<file path="src/rtl/pci_arb_pkg.sv">
// Shared types and defaults for the PCI bus arbiter.
package pci_arb_pkg;

   typedef enum logic [2:0] {IDLE, GRANT, BUSY, DEAD, PARK} arb_state_t;

   localparam int DEF_TIMEOUT_CYCLES = 16;
   localparam int TIMER_W            = 5;

endpackage

</file>
<file path="src/rtl/pci_arb_rr_pick.sv">
// Combinational round-robin picker: first active-low request above last_owner,
// wrapping modulo N.
module pci_arb_rr_pick #(
   parameter int N = 4,
   parameter int W = $clog2(N)
) (
   input  logic [N-1:0] req_n,
   input  logic [W-1:0] last_owner,
   output logic [W-1:0] winner,
   output logic         any_req
);

   int         idx;
   logic [W-1:0] idx_w;

   // Walk offsets from farthest to nearest so the nearest requester wins.
   always_comb begin
      winner  = last_owner;
      any_req = 1'b0;
      idx     = 0;
      idx_w   = '0;
      for (int i = N; i >= 1; i--) begin
         idx   = (int'(last_owner) + i) % N;
         idx_w = W'(idx);
         if (!req_n[idx_w]) begin
            winner  = idx_w;
            any_req = 1'b1;
         end
      end
   end

endmodule

</file>
<file path="src/rtl/pci_arbiter.sv">
// Central PCI arbiter: round-robin GNT_ with dead cycle between grants and
// FRAME_ timeout. Bus parking is compiled in with PCI_ARB_PARK_EN.
module pci_arbiter
   import pci_arb_pkg::*;
#(
   parameter int N_MASTERS      = 4,
   parameter int PARK_MASTER    = 0,
   parameter int TIMEOUT_CYCLES = DEF_TIMEOUT_CYCLES
) (
   input  logic                         clk,
   input  logic                         reset,
   input  logic [N_MASTERS-1:0]         REQ_,
   input  logic                         FRAME_,
   input  logic                         IRDY_,
   output logic [N_MASTERS-1:0]         GNT_,
   output logic [$clog2(N_MASTERS)-1:0] owner,
   output logic                         owner_vld,
   output logic                         timeout
);

   localparam int OW = $clog2(N_MASTERS);
   localparam logic [OW-1:0]      PARK_IDX = OW'(PARK_MASTER);
   localparam logic [TIMER_W-1:0] TMO_LAST = TIMER_W'(TIMEOUT_CYCLES - 1);

   arb_state_t           state, state_nxt;
   logic [OW-1:0]        owner_r, owner_nxt;
   logic [OW-1:0]        last_owner, last_nxt;
   logic [TIMER_W-1:0]   timer, timer_nxt;
   logic                 to_flag, to_nxt;
   logic [OW-1:0]        winner;
   logic                 any_req;
   logic                 bus_idle, other_req;
   logic [N_MASTERS-1:0] own_1h, gnt_nxt;
   logic                 vld_nxt;

   pci_arb_rr_pick #(.N(N_MASTERS), .W(OW)) u_pick (
      .req_n      (REQ_),
      .last_owner (last_owner),
      .winner     (winner),
      .any_req    (any_req)
   );

   // X/Z on FRAME_/IRDY_ evaluates false in the conditions below: not idle.
   assign bus_idle = FRAME_ & IRDY_;

   always_comb begin
      own_1h          = '0;
      own_1h[owner_r] = 1'b1;
      other_req       = |(~REQ_ & ~own_1h);
   end

   always_ff @(posedge clk) begin
      if (reset) begin
         state      <= IDLE;
         owner_r    <= '0;
         last_owner <= OW'(N_MASTERS - 1);
         timer      <= '0;
         to_flag    <= 1'b0;
      end else begin
         state      <= state_nxt;
         owner_r    <= owner_nxt;
         last_owner <= last_nxt;
         timer      <= timer_nxt;
         to_flag    <= to_nxt;
      end
   end

   always_comb begin
      state_nxt = state;
      owner_nxt = owner_r;
      last_nxt  = last_owner;
      timer_nxt = '0;
      to_nxt    = 1'b0;
      case (state)
         IDLE: begin
            if (any_req) begin
               state_nxt = GRANT;
               owner_nxt = winner;
            end
`ifdef PCI_ARB_PARK_EN
            else begin
               state_nxt = PARK;
               owner_nxt = PARK_IDX;
            end
`endif
         end
         GRANT: begin
            timer_nxt = timer;
            if (!FRAME_) begin
               state_nxt = BUSY;
               last_nxt  = owner_r;
               timer_nxt = '0;
            end else if (REQ_[owner_r]) begin
               state_nxt = DEAD;
            end else if (bus_idle) begin
               // Offender drops to lowest priority for the next pick.
               if (timer >= TMO_LAST) begin
                  state_nxt = DEAD;
                  to_nxt    = 1'b1;
                  last_nxt  = owner_r;
               end else if (timer != '1) begin
                  timer_nxt = timer + 1'b1;
               end
            end
         end
         BUSY: begin
            if (bus_idle) state_nxt = DEAD;
         end
         DEAD: state_nxt = IDLE;
`ifdef PCI_ARB_PARK_EN
         PARK: begin
            if (!FRAME_) begin
               state_nxt = BUSY;
               last_nxt  = owner_r;
            end else if (other_req) begin
               state_nxt = DEAD;
            end else if (!REQ_[owner_r]) begin
               state_nxt = GRANT;
            end
         end
`endif
         default: state_nxt = IDLE;
      endcase
   end

   // Pins are a registered decode of the current state, so they trail the FSM
   // by one cycle; preemption in BUSY releases GNT_ while ownership stays.
   always_comb begin
      gnt_nxt = '1;
      vld_nxt = 1'b0;
      case (state)
         GRANT: begin
            gnt_nxt[owner_r] = 1'b0;
            vld_nxt          = 1'b1;
         end
         BUSY: begin
            if (!other_req) gnt_nxt[owner_r] = 1'b0;
            vld_nxt = 1'b1;
         end
         PARK: begin
            gnt_nxt[PARK_IDX] = 1'b0;
            vld_nxt           = 1'b1;
         end
         default: ;
      endcase
   end

   always_ff @(posedge clk) begin
      if (reset) begin
         GNT_      <= '1;
         owner     <= '0;
         owner_vld <= 1'b0;
         timeout   <= 1'b0;
      end else begin
         GNT_      <= gnt_nxt;
         owner     <= owner_r;
         owner_vld <= vld_nxt;
         timeout   <= to_flag;
      end
   end

endmodule

</file>
<file path="config.mk">
export PLATFORM = sky130hd
export DESIGN_NAME = pci_arbiter
export DESIGN_NICKNAME = d
export VERILOG_FILES = /design/src/rtl/pci_arb_pkg.sv /design/src/rtl/pci_arb_rr_pick.sv /design/src/rtl/pci_arbiter.sv
export SDC_FILE = /design/constraint.sdc
export NUM_CORES = 1
export LEC_CHECK = 0
export BUFFER_PORTS_ARGS = -buffer_cell sky130_fd_sc_hd__buf_2
export CAP_MARGIN = 20
export CORE_ASPECT_RATIO = 0.7
export CORE_MARGIN = 4
export CORE_UTILIZATION = 40
export DETAILED_ROUTE_END_ITERATION = 8
export GPL_TIMING_DRIVEN = 1
export PLACE_DENSITY = 0.6
export SLEW_MARGIN = 0
export SYNTH_ARGS = -nofsm -noshare
export SYNTH_HDL_FRONTEND = slang
export SYNTH_HIERARCHICAL = 1
export SYNTH_SLANG_ARGS = --single-unit
</file>
<file path="constraint.sdc">
create_clock -name clk -period 4 [get_ports clk]
set_clock_uncertainty 0.1 [all_clocks]
set_input_delay 0.2 -clock clk [delete_from_list [all_inputs] [get_ports clk]]
set_output_delay 0.2 -clock clk [all_outputs]
set_load 0.05 [all_outputs]
</file>
==> results.toml <==
[cts]
worstSkewPairLatency_ns = 0.25
cts_num_sinks = 20
cts_buffers = 3
cts_buffer_depth = 2
post_cts_buffers = 0
htreeDepth = 1
cts_tree = "yes"
cts_hold_buf = 0
cts_root_buffer = "clkbuf_8"
cts.repair.resized = 0
path_clk_slew_ns = 0.06

[floorplanning]
fp.dieW_um = 68.6
initial_utilization_pct = 41.8
core-area_um2 = 2460
ios = 16
die_height_um = 50.4
die-area_um2 = 3460
row_count = 15

[grt]
grt_pass1_wl_um = 3310
grt_pass1_vias = 759
antenna_found_initial = 0
use_met3_pct = 5.37
met2_usage_pct = 19.3
grt_overflow = 0
groute.usage.overall_pct = 13.2
grt_max_degree = 15
top_usage_layer = "met2"
grtUsageMet1_pct = 16.6

[flow_run]
drv_cap = 0

[finish]
final_cells = 164
num-fill-cells = 242
syn_to_final_growth_pct = 12.5
diodes = 0
drive_gt1_share_pct = 17.7
final_nets = 147

[detailed_routing]
drtPass1Iterations = 4
wirelength_um = 1950
wl_per_cell_um = 11.9
drtAntennaViolNets = 0
num_vias = 869
drc = 0
dr.first_iter.drc_count = 57
vias_per_cell = 5.30

[worst_setup_path]
timing.critical_path.to_type = "register"
cp-startpoint = "timer[0]"
r2r_setup_slack_ns = 1.88
crit_path_end = "state[0]"
cp_data_arrival_time_ns = 2.17
r2r_start = "timer[0]"
critPathLaunchType = "register"
r2r_end = "state[0]"
worstPathMaxFanout = 4
path_class = "reg -> reg"
crit_required_ns = 4.05
reg2regPathDepth = 7

[pwr]
power_density_nw_per_um2 = 615
ir_drop_uv = 243
p_leak_uw = 0.000467

[logic_synthesis]
synth.top_cell.area_share_pct = 38.9
async_flop_share_pct = 0
synth_largest_area_cell = "dfxtp_1"
dominantRegCellSynth = "dfxtp_1"
syn_area_um2 = 1030
synth_cells = 117
ys_types = 33
syn_area_per_cell_um2 = 8.79
synth_nets = 132
synth_edf_count = 0
ys_ff_latch = 20
synth_warnings = 6
yosys-top-cells-count = "dfxtp_1, nor2_1, nand2_1"
synth_area_leaders = "dfxtp_1, ha_1, nor2_1"
synth_seq_area_share_pct = 38.9
post-synth-top-count-cell = "dfxtp_1"

[place]
numPortBuffers = 15
pre_cts_slack_ns = 1.88
dp.cells = 161
dp_hpwl_um = 1520
gp_congestion = 0.817

[timing]
max_freq_mhz = 471
hold_viol_final = 0
fin_ws_ns = 1.88
worst_slew_pin_slew_ns = 0.382
finalCritPeriodShare_pct = 53.1
final.setup.tns_ns = 0
setup_violations = 0
min_period_ns = 2.12
finalMaxSlewViolations = 0
rsz0062_at_grt = "false"
slew_headroom_pct = 74.5

[hold_path]
min_path_type = "in -> reg"

[outcome]
status = "complete, no violations"
## through the flow
| step | hold slack [ns] | util (%) | area, um2 | power (uW) |
|---|---|---|---|---|
| detailed placement | 0.343 | 45.4 | 1120 | 592 |
| finish | 0.178 | 47.1 | 1160 | 711 |
| CTS | 0.168 | 47.1 | 1160 | 719 |
| floorplan | 0.226 | - | 1030 | 534 |
| global route | 0.177 | 47.1 | 1160 | 764 |
| global placement | 0.322 | 45.4 | 1120 | 588 |
## cell families after synthesis
logic type	count (synthesis)	synth area share, %
buffers and inverters	13	5.84
adders and majority gates	7	8.52
DFF	20	38.9
and+or+nand+nor	44	20.9
AOI/OAI and AO/OA	25	16.7
xor gates and xnor gates	1	0.852
muxes	7	8.27
## critical path, stage by stage (launching register included)
cell	delay, ns
dfxtp_1	0.35
ha_1	0.23
and3_1	0.21
ha_1	0.18
nor2_1	0.16
a21oi_1	0.09
o31ai_1	0.33
mux2_2	0.37
## state kept, by name (all words and copies together), names as in the netlist
name        count
to_flag         1
owner_r         2
timeout         1
GNT_            4
owner           2
state           2
timer           5
last_owner      2
owner_vld       1
## per-layer routing
metal,vias up,part of all wire (%)
met5,-,0
met4,0,2.2
met3,4,6.0
met2,20,43
met1,407,49
li1,438,-
## power breakdown
part	total [uW]	internal [uW]	switching, uW
Sequential	276	244	32.3
Combinational	312	112	200
Clock	124	66.9	57.0
## worst min path at each step
stage	from	endpoint	slack, ns	cells past startpoint
floorplan	reset	owner_vld	0.23	1
CTS	reset	owner[0]	0.17	2
detailed placement	to_flag	timeout	0.34	1
global placement	to_flag	timeout	0.32	1
global route	reset	owner[1]	0.18	2
finish	reset	owner[0]	0.18	2
## cell usage in the layout, fill, tap and decap left out, types with 2 or more instances in the layout
cell type and instances:
a211oi_1 2, a21oi_1 7, buf_2 15, clkbuf_8 3, dfxtp_1 20, ha_1 7, inv_1 8, mux2_2 2
mux2i_1 4, nand2_1 9, nand2b_1 2, nand3_1 4, nand4_1 5, nor2_1 16, nor2b_1 4, o21ai_0 2
o22ai_1 4, o31ai_1 2
## layout make-up
class                      count  area [um2]  area share, %
clock buffer                   3        41.3           3.57
timing repair buffer          15        75.1           6.49
multi-input combinational     84         568           49.1
tap                           34        42.5           3.68
sequential                    20         400           34.6
inverter                       8        30.0           2.59
(Power assumes the default switching activity.)
